**src/rtl/paint_cmd_sequencer_if.sv**
```systemverilog
// Signal bundle between the ASCII command decoder, the paint command
// sequencer, the framebuffer write port and the palette RAM.
interface paint_cmd_sequencer_if #(
  parameter int X_W = 6,
  parameter int Y_W = 6,
  parameter int C_W = 4
);

  logic                 cmd_valid;
  logic [3:0]           cmd_id;
  logic [6:0]           x;
  logic [6:0]           y;

  logic [X_W-1:0]       cur_x;
  logic [Y_W-1:0]       cur_y;
  logic [C_W-1:0]       cur_color;

  logic                 fb_req;
  logic [X_W+Y_W-1:0]   fb_addr;
  logic [C_W-1:0]       fb_data;
  logic                 fb_ack;

  logic                 pal_we;
  logic [C_W-1:0]       pal_addr;
  logic [6:0]           pal_data;

  logic                 busy;
  logic [7:0]           drop_cnt;
  logic [7:0]           err_cnt;

  // Sequencer side: takes commands and the framebuffer ack, drives everything else.
  modport master (
    input  cmd_valid, cmd_id, x, y, fb_ack,
    output cur_x, cur_y, cur_color, fb_req, fb_addr, fb_data,
           pal_we, pal_addr, pal_data, busy, drop_cnt, err_cnt
  );

  // Environment side: the decoder issuing commands and the memories answering.
  modport slave (
    output cmd_valid, cmd_id, x, y, fb_ack,
    input  cur_x, cur_y, cur_color, fb_req, fb_addr, fb_data,
           pal_we, pal_addr, pal_data, busy, drop_cnt, err_cnt
  );

endinterface

```
**src/rtl/paint_cmd_sequencer.sv**
```systemverilog
// Paint command sequencer: owns the cursor and current colour, executes
// decoded commands, runs single-pixel framebuffer writes over req/ack and
// strobes palette writes. A one-entry pending buffer catches a command that
// arrives while a write is outstanding; anything beyond that is counted as
// dropped.
module paint_cmd_sequencer #(
  parameter int X_W = 6,
  parameter int Y_W = 6,
  parameter int C_W = 4
) (
  input  logic                  clk,
  input  logic                  rst,
  paint_cmd_sequencer_if.master bus
);

  localparam logic [3:0] CMD_UP    = 4'd1;
  localparam logic [3:0] CMD_DOWN  = 4'd2;
  localparam logic [3:0] CMD_LEFT  = 4'd3;
  localparam logic [3:0] CMD_RIGHT = 4'd4;
  localparam logic [3:0] CMD_ENT   = 4'd5;
  localparam logic [3:0] CMD_COL   = 4'd6;
  localparam logic [3:0] CMD_PAL   = 4'd7;

  localparam logic [X_W-1:0] X_ONE = {{(X_W-1){1'b0}}, 1'b1};
  localparam logic [Y_W-1:0] Y_ONE = {{(Y_W-1){1'b0}}, 1'b1};
  localparam logic [X_W-1:0] X_MAX = '1;
  localparam logic [Y_W-1:0] Y_MAX = '1;

  typedef enum logic {
    IDLE,
    WRITE
  } state_t;

  state_t               state_q, state_d;

  logic [X_W-1:0]       curX_q, curX_d;
  logic [Y_W-1:0]       curY_q, curY_d;
  logic [C_W-1:0]       curColor_q, curColor_d;

  logic                 bufValid_q, bufValid_d;
  logic [3:0]           bufId_q, bufId_d;
  logic [6:0]           bufX_q, bufX_d;
  logic [6:0]           bufY_q, bufY_d;

  logic [X_W+Y_W-1:0]   fbAddr_q, fbAddr_d;
  logic [C_W-1:0]       fbData_q, fbData_d;

  logic                 palWe_q, palWe_d;
  logic [C_W-1:0]       palAddr_q, palAddr_d;
  logic [6:0]           palData_q, palData_d;

  logic                 busy_q, busy_d;
  logic [7:0]           dropCnt_q, dropCnt_d;
  logic [7:0]           errCnt_q, errCnt_d;

  logic                 execValid;
  logic [3:0]           execId;
  logic [6:0]           execX;
  logic [6:0]           execY;
  logic                 liveBlocked;
  logic                 unusedExecX;

  // Only the low colour-index bits of argument 1 are ever consumed.
  assign unusedExecX = ^execX[6:C_W];

  // FSM state register.
  always_ff @(posedge clk) begin
    if (rst) begin
      state_q <= IDLE;
    end else begin
      state_q <= state_d;
    end
  end

  // Pick the command to execute, decide buffering/dropping, and compute every next value.
  always_comb begin
    state_d    = state_q;
    curX_d     = curX_q;
    curY_d     = curY_q;
    curColor_d = curColor_q;
    bufValid_d = bufValid_q;
    bufId_d    = bufId_q;
    bufX_d     = bufX_q;
    bufY_d     = bufY_q;
    fbAddr_d   = fbAddr_q;
    fbData_d   = fbData_q;
    palWe_d    = 1'b0;
    palAddr_d  = palAddr_q;
    palData_d  = palData_q;
    dropCnt_d  = dropCnt_q;
    errCnt_d   = errCnt_q;
    execValid  = 1'b0;
    execId     = 4'd0;
    execX      = 7'd0;
    execY      = 7'd0;

    // The live command cannot run when a write is outstanding or the buffer has priority.
    liveBlocked = (state_q == WRITE) || bufValid_q;

    if (state_q == IDLE) begin
      if (bufValid_q) begin
        execValid  = 1'b1;
        execId     = bufId_q;
        execX      = bufX_q;
        execY      = bufY_q;
        bufValid_d = 1'b0;
      end else if (bus.cmd_valid) begin
        execValid = 1'b1;
        execId    = bus.cmd_id;
        execX     = bus.x;
        execY     = bus.y;
      end
    end else if (bus.fb_ack) begin
      state_d = IDLE;
    end

    // A blocked command fits in the buffer if it is empty or being drained right now.
    if (bus.cmd_valid && liveBlocked) begin
      if (!bufValid_q || (state_q == IDLE)) begin
        bufValid_d = 1'b1;
        bufId_d    = bus.cmd_id;
        bufX_d     = bus.x;
        bufY_d     = bus.y;
      end else if (dropCnt_q != 8'hFF) begin
        dropCnt_d = dropCnt_q + 8'd1;
      end
    end

    if (execValid) begin
      case (execId)
        CMD_UP: begin
          if (curY_q != '0) curY_d = curY_q - Y_ONE;
        end
        CMD_DOWN: begin
          if (curY_q != Y_MAX) curY_d = curY_q + Y_ONE;
        end
        CMD_LEFT: begin
          if (curX_q != '0) curX_d = curX_q - X_ONE;
        end
        CMD_RIGHT: begin
          if (curX_q != X_MAX) curX_d = curX_q + X_ONE;
        end
        CMD_COL: begin
          curColor_d = execX[C_W-1:0];
        end
        CMD_PAL: begin
          palWe_d   = 1'b1;
          palAddr_d = execX[C_W-1:0];
          palData_d = execY;
        end
        CMD_ENT: begin
          fbAddr_d = {curY_q, curX_q};
          fbData_d = curColor_q;
          state_d  = WRITE;
        end
        default: begin
          if (errCnt_q != 8'hFF) errCnt_d = errCnt_q + 8'd1;
        end
      endcase
    end

    busy_d = (state_d == WRITE) || bufValid_d;
  end

  // Datapath registers: cursor, colour, pending buffer, write latches, palette strobe, counters.
  always_ff @(posedge clk) begin
    if (rst) begin
      curX_q     <= '0;
      curY_q     <= '0;
      curColor_q <= '0;
      bufValid_q <= 1'b0;
      bufId_q    <= 4'd0;
      bufX_q     <= 7'd0;
      bufY_q     <= 7'd0;
      fbAddr_q   <= '0;
      fbData_q   <= '0;
      palWe_q    <= 1'b0;
      palAddr_q  <= '0;
      palData_q  <= 7'd0;
      busy_q     <= 1'b0;
      dropCnt_q  <= 8'd0;
      errCnt_q   <= 8'd0;
    end else begin
      curX_q     <= curX_d;
      curY_q     <= curY_d;
      curColor_q <= curColor_d;
      bufValid_q <= bufValid_d;
      bufId_q    <= bufId_d;
      bufX_q     <= bufX_d;
      bufY_q     <= bufY_d;
      fbAddr_q   <= fbAddr_d;
      fbData_q   <= fbData_d;
      palWe_q    <= palWe_d;
      palAddr_q  <= palAddr_d;
      palData_q  <= palData_d;
      busy_q     <= busy_d;
      dropCnt_q  <= dropCnt_d;
      errCnt_q   <= errCnt_d;
    end
  end

  assign bus.cur_x     = curX_q;
  assign bus.cur_y     = curY_q;
  assign bus.cur_color = curColor_q;
  assign bus.fb_req    = (state_q == WRITE);
  assign bus.fb_addr   = fbAddr_q;
  assign bus.fb_data   = fbData_q;
  assign bus.pal_we    = palWe_q;
  assign bus.pal_addr  = palAddr_q;
  assign bus.pal_data  = palData_q;
  assign bus.busy      = busy_q;
  assign bus.drop_cnt  = dropCnt_q;
  assign bus.err_cnt   = errCnt_q;

endmodule

```
**src/flat_wrapper.sv**
```systemverilog
// flat-port wrapper written by rule: the top's interface ports become plain ports
module paint_cmd_sequencer_flat 
#(
  parameter int X_W = 6,
  parameter int Y_W = 6,
  parameter int C_W = 4
)
  (clk, rst, bus_cmd_valid, bus_cmd_id, bus_x, bus_y, bus_fb_ack, bus_cur_x, bus_cur_y, bus_cur_color, bus_fb_req, bus_fb_addr, bus_fb_data, bus_pal_we, bus_pal_addr, bus_pal_data, bus_busy, bus_drop_cnt, bus_err_cnt);
  paint_cmd_sequencer_if #(.X_W(X_W), .Y_W(Y_W), .C_W(C_W)) bus_i ();
  input  logic clk;
  input  logic rst;
  input wire logic [$bits(bus_i.cmd_valid)-1:0] bus_cmd_valid;
  input wire logic [$bits(bus_i.cmd_id)-1:0] bus_cmd_id;
  input wire logic [$bits(bus_i.x)-1:0] bus_x;
  input wire logic [$bits(bus_i.y)-1:0] bus_y;
  input wire logic [$bits(bus_i.fb_ack)-1:0] bus_fb_ack;
  output wire logic [$bits(bus_i.cur_x)-1:0] bus_cur_x;
  output wire logic [$bits(bus_i.cur_y)-1:0] bus_cur_y;
  output wire logic [$bits(bus_i.cur_color)-1:0] bus_cur_color;
  output wire logic [$bits(bus_i.fb_req)-1:0] bus_fb_req;
  output wire logic [$bits(bus_i.fb_addr)-1:0] bus_fb_addr;
  output wire logic [$bits(bus_i.fb_data)-1:0] bus_fb_data;
  output wire logic [$bits(bus_i.pal_we)-1:0] bus_pal_we;
  output wire logic [$bits(bus_i.pal_addr)-1:0] bus_pal_addr;
  output wire logic [$bits(bus_i.pal_data)-1:0] bus_pal_data;
  output wire logic [$bits(bus_i.busy)-1:0] bus_busy;
  output wire logic [$bits(bus_i.drop_cnt)-1:0] bus_drop_cnt;
  output wire logic [$bits(bus_i.err_cnt)-1:0] bus_err_cnt;
  assign bus_i.cmd_valid = bus_cmd_valid;
  assign bus_i.cmd_id = bus_cmd_id;
  assign bus_i.x = bus_x;
  assign bus_i.y = bus_y;
  assign bus_i.fb_ack = bus_fb_ack;
  assign bus_cur_x = bus_i.cur_x;
  assign bus_cur_y = bus_i.cur_y;
  assign bus_cur_color = bus_i.cur_color;
  assign bus_fb_req = bus_i.fb_req;
  assign bus_fb_addr = bus_i.fb_addr;
  assign bus_fb_data = bus_i.fb_data;
  assign bus_pal_we = bus_i.pal_we;
  assign bus_pal_addr = bus_i.pal_addr;
  assign bus_pal_data = bus_i.pal_data;
  assign bus_busy = bus_i.busy;
  assign bus_drop_cnt = bus_i.drop_cnt;
  assign bus_err_cnt = bus_i.err_cnt;
  paint_cmd_sequencer #(.X_W(X_W), .Y_W(Y_W), .C_W(C_W)) u_core (.clk(clk), .rst(rst), .bus(bus_i));
endmodule
```
**config.mk**
```make
export PLATFORM = sky130hd
export DESIGN_NAME = paint_cmd_sequencer_flat
export DESIGN_NICKNAME = d
export VERILOG_FILES = /design/src/rtl/paint_cmd_sequencer_if.sv /design/src/rtl/paint_cmd_sequencer.sv /design/src/flat_wrapper.sv
export SDC_FILE = /design/constraint.sdc
export NUM_CORES = 1
export LEC_CHECK = 0
export ABC_AREA = 1
export CORE_MARGIN = 2
export CORE_UTILIZATION = 45
export DETAILED_ROUTE_END_ITERATION = 6
export PLACE_DENSITY = 0.72
export SLEW_MARGIN = 25
export SYNTH_ARGS = -nofsm -noshare
export SYNTH_HDL_FRONTEND = slang
export SYNTH_SLANG_ARGS = --single-unit
```
**constraint.sdc**
```tcl
create_clock -name clk -period 3.1 [get_ports clk]
set_input_delay 0.465 -clock clk [delete_from_list [all_inputs] [get_ports clk]]
set_output_delay 0.465 -clock clk [all_outputs]
set_load 0.02 [all_outputs]
```
==> results.txt <==
----------------------------------------------------
[Outcome]
  Run status ... completed

[Timing]
  Final critical-path required period ... ~2600 ps
  Crit path setup slack, layout ... 453 ps
  Aggregate negative setup slack ... 0 ps
  Clock skew ... approximately 10 ps
  Count of endpoints failing hold in the final timing report ... 0
  Final Setup Violations ... 0
  Normalized max-slew margin ... about 55%
  Final number of max-transition violations ... 0
  Transition time of the tightest slew-check pin ... between 600 and 700 ps
  Period utilization ... between 80% and 90%
  Fmax ... about 380 MHz
  Setup repair after global routing missed its margin ... false

[GRT]
  Number of global-route vias before repair ... roughly 3.4k
  Number of antenna violations at the first check in global routing ... 0
  Maximum number of pins on one net before global-route repair ... 38
  Total routing resource utilization after global routing ... between 20% and 30%
  First-pass GRT wire length ... approximately 15000 um
  Total gr overflow ... 0

[Clock tree]
  Post-CTS repair timing setup buffer count ... 0
  Maximum clock path buffer count ... 2
  Clk pin slew, worst setup/hold paths ... about 80 ps
  Worst-Skew Late Latency ... roughly 350 ps
  Count of hold buffers inserted by post-cts repair ... 0
  Number of resized instances in the post-cts repair step ... 0
  Inserted Clock Buffers ... 9
  H-tree levels ... 3
  Clock sinks ... between 70 and 80
  Clock tree from TritonCTS ... done
  CTS Root Buffer Type ... sky130_fd_sc_hd__clkbuf_8

[Layout]
  Commonest cells after routing, fill and taps aside ... 81 x sky130_fd_sc_hd__nand2_1, 80 x sky130_fd_sc_hd__clkdlybuf4s50_1, 78 x sky130_fd_sc_hd__dfxtp_1
  Antenna diodes ... 0
  Filler cell count ... about 760
  Utilization after layout ... 60.2%
  Layout cell share with drive strength beyond 1 ... 9.45%
  Most common library cell in the layout ignoring fill and taps ... sky130_fd_sc_hd__nand2_1
  Synth-to-Final Area Change ... 29.2%
  Post-layout nets ... around 640

[Logic synthesis]
  Proportion of synthesized flip-flops having asynchronous set or reset ... 0%
  Number of synthesized flops with an enable pin ... 0
  Register area share after synthesis ... 40.8%
  Library cell occupying the most area in the post-synthesis netlist ... sky130_fd_sc_hd__dfxtp_1
  Leading post-synthesis cells by cell area ... sky130_fd_sc_hd__dfxtp_1 41%, sky130_fd_sc_hd__nand2_1 7.9%, sky130_fd_sc_hd__nor2_1 7.3%
  Synthesized flop and latch total ... slightly below 80
  Syn_nets ... between 500 and 600
  Main synth FF type ... sky130_fd_sc_hd__dfxtp_1
  Average instance area after synthesis ... approximately 7.4 um^2
  Post-Synthesis Cell Area ... roughly 3800 um^2
  Post-synthesis cell count ... ~520
  Warning count from the yosys run ... 0
  Share of Yosys cell area claimed by the top area cell type ... 40.8%
  Cell variety after synth ... 35

[Routing]
  Antenna Nets Post-Route ... 0
  Drt first-iter violations ... roughly 140
  Post-detailed-route wirelength per cell ... between 10 and 15 um
  Vias ... ~3.6k
  Drt drc ... 0
  Final wirelength ... 9080 um
  Number of optimization iterations in the first detailed-route pass ... 4
  Number of vias per cell after detailed routing ... slightly above 5

[Worst setup path]
  Critical path's most frequent cell ... sky130_fd_sc_hd__nand2_1
  Critical-path maximum fanout ... 12
  Required time at the worst-slack endpoint ... about 3400 ps
  Startpoint kind of the worst setup timing path ... register
  Critical-path cell list ... nor2_4 -> nand2_2 -> nand2_2 -> nor2_1 -> nand2_1 -> ha_1 -> nand2_1 -> inv_1 -> nand2_1 -> nand2_1 -> nor2_1 -> inv_1 -> nand2_1 -> nand2_1 -> nor2_1 -> nor2_1 -> nor2_1
  Worst endpoint data arrival time ... about 3000 ps
  Slowest cell on the critical path ... sky130_fd_sc_hd__dfxtp_1
  Critical Path Sink Type ... register
  Cell family contributing the most delay on the critical path ... simple AND/OR/NAND/NOR gates
  Biggest cell delay along the critical path ... around 630 ps
  CP Class ... register to register
  CP bufs+invs ... 2

[Pwr]
  Worst-case vdd ir drop ... 0.280 mV
  Pwr/cell area ... between 400 and 500 nW/um^2
  Leak ... approximately 1.9 nW

[Placement]
  Post-placement setup slack ... around 160 ps
  Count of port buffers added during placement ... 80
  Global placement routability congestion ... 0.893
  Estimated wirelength of the detail-placed design ... ~6300 um

[Floorplanning]
  Die Y ... just under 100 um
  Core footprint ... 8220 um^2
  Top-Level Pins ... between 80 and 90
  Horizontal die dimension ... roughly 96 um
  Die area ... 9270 um^2
  Num rows ... 33
  Initial standard-cell utilization of the core ... 46.6%

[Worst hold path]
  Type of the worst min-delay path ... register to register

[Flow run]
  Max-capacitance violation count ... 0

----------------------------------------------------
==> power by group <==
group / internal (mW) / switching (mW) / total [mW]
combinational: 0.165 / 0.222 / 0.387
clock: 0.552 / 0.354 / 0.905
sequential: 1.03 / 0.0348 / 1.07
total: 1.75 / 0.611 / 2.36
==> cell usage after synthesis, types with 4 or more instances <==
cell and n:
sky130_fd_sc_hd__inv_2 7, sky130_fd_sc_hd__nand3_1 34, sky130_fd_sc_hd__xnor2_1 8, sky130_fd_sc_hd__nor3_1 4
sky130_fd_sc_hd__buf_2 5, sky130_fd_sc_hd__o31ai_2 4, sky130_fd_sc_hd__inv_1 39, sky130_fd_sc_hd__o21ai_0 45
sky130_fd_sc_hd__nand4_1 9, sky130_fd_sc_hd__nand2_1 81, sky130_fd_sc_hd__o31ai_1 4, sky130_fd_sc_hd__xor2_1 5
sky130_fd_sc_hd__nand2_2 9, sky130_fd_sc_hd__nor2_1 75, sky130_fd_sc_hd__o21ai_1 9, sky130_fd_sc_hd__nor2_2 5
sky130_fd_sc_hd__dfxtp_1 78, sky130_fd_sc_hd__clkbuf_1 12, sky130_fd_sc_hd__a21oi_1 53, sky130_fd_sc_hd__ha_1 12
==> metrics by stage <==
step | cells | cell area, um^2 | total power, mW | hold slack [ps]
5_1_grt | 708 | 4950 | 2.47 | 479
3_3_place_gp | 693 | 4710 | 1.46 | 435
4_1_cts | 708 | 4950 | 2.38 | 451
2_1_floorplan | 521 | 3830 | 1.34 | 425
3_5_place_dp | 693 | 4710 | 1.47 | 439
6_report | 708 | 4950 | 2.36 | 450
==> worst reg2reg max path, stage by stage (launching register included) <==
cell and delay [ps]:
sky130_fd_sc_hd__dfxtp_1 630, sky130_fd_sc_hd__nor2_4 160, sky130_fd_sc_hd__nand2_2 110, sky130_fd_sc_hd__nand2_2 80
sky130_fd_sc_hd__nor2_1 150, sky130_fd_sc_hd__nand2_1 200, sky130_fd_sc_hd__ha_1 400, sky130_fd_sc_hd__nand2_1 120
sky130_fd_sc_hd__inv_1 40, sky130_fd_sc_hd__nand2_1 70, sky130_fd_sc_hd__nand2_1 60, sky130_fd_sc_hd__nor2_1 130
sky130_fd_sc_hd__inv_1 50, sky130_fd_sc_hd__nand2_1 80, sky130_fd_sc_hd__nand2_1 60, sky130_fd_sc_hd__nor2_1 100
sky130_fd_sc_hd__nor2_1 50, sky130_fd_sc_hd__nor2_1 90
==> sequential cells by signal, summed over array words and instances (netlist names) <==
| register | flops |
|---|---|
| u_core.bus.fb_addr | 12 |
| u_core.bus.drop_cnt | 8 |
| u_core.bus.err_cnt | 8 |
| u_core.bufY_q | 7 |
| u_core.bus.pal_data | 7 |
| u_core.bus.cur_x | 6 |
| u_core.bus.cur_y | 6 |
| u_core.bufId_q | 4 |
| u_core.bufX_q | 4 |
| u_core.bus.cur_color | 4 |
| u_core.bus.fb_data | 4 |
| u_core.bus.pal_addr | 4 |
| u_core.bufValid_q | 1 |
| u_core.bus.busy | 1 |
| u_core.bus.fb_req | 1 |
| u_core.bus.pal_we | 1 |
==> cell families after synthesis <==
family,count (synthesis),synth area share [%]
buffers and inverters,70,7.77
xor gates and xnor gates,13,2.97
DFF,78,40.8
adders and majority gates,14,4.96
AOI/OAI and AO/OA,121,17.3
and+or+nand+nor,225,26.3
==> final timing paths <==
kind	end	startpoint	slack, ps	cells past startpoint
min	u_core.bufY_q[0]$_SDFFE_PP0P_	u_core.bufY_q[0]$_SDFFE_PP0P_	450	2
max	u_core.bus.cur_y[5]$_SDFFE_PP0P_	u_core.bufValid_q$_SDFF_PP0_	450	17
max reg2reg	u_core.bus.cur_y[5]$_SDFFE_PP0P_	u_core.bufValid_q$_SDFF_PP0_	450	17
min reg2reg	u_core.bufY_q[0]$_SDFFE_PP0P_	u_core.bufY_q[0]$_SDFFE_PP0P_	450	2
==> per-layer routing <==
| layer | share of wire, % | GRT usage, % |
|---|---|---|
| met2 | 48 | 34.7 |
| met3 | 6.7 | 5.17 |
| met5 | 0 | 0 |
| met4 | 1.4 | 7.14 |
| met1 | 44 | 26.9 |
==> area by class of cell <==
class                      instances  area (um^2)  area share, %
tap                              105          131           2.65
clock buffer                      11          141           2.86
multi-input combinational        373         1970           39.8
inverter                          49          186           3.77
clock inverter                     4         95.1           1.92
sequential                        78         1560           31.6
timing repair buffer              88          861           17.4
Power figures use the tool's default switching activity.
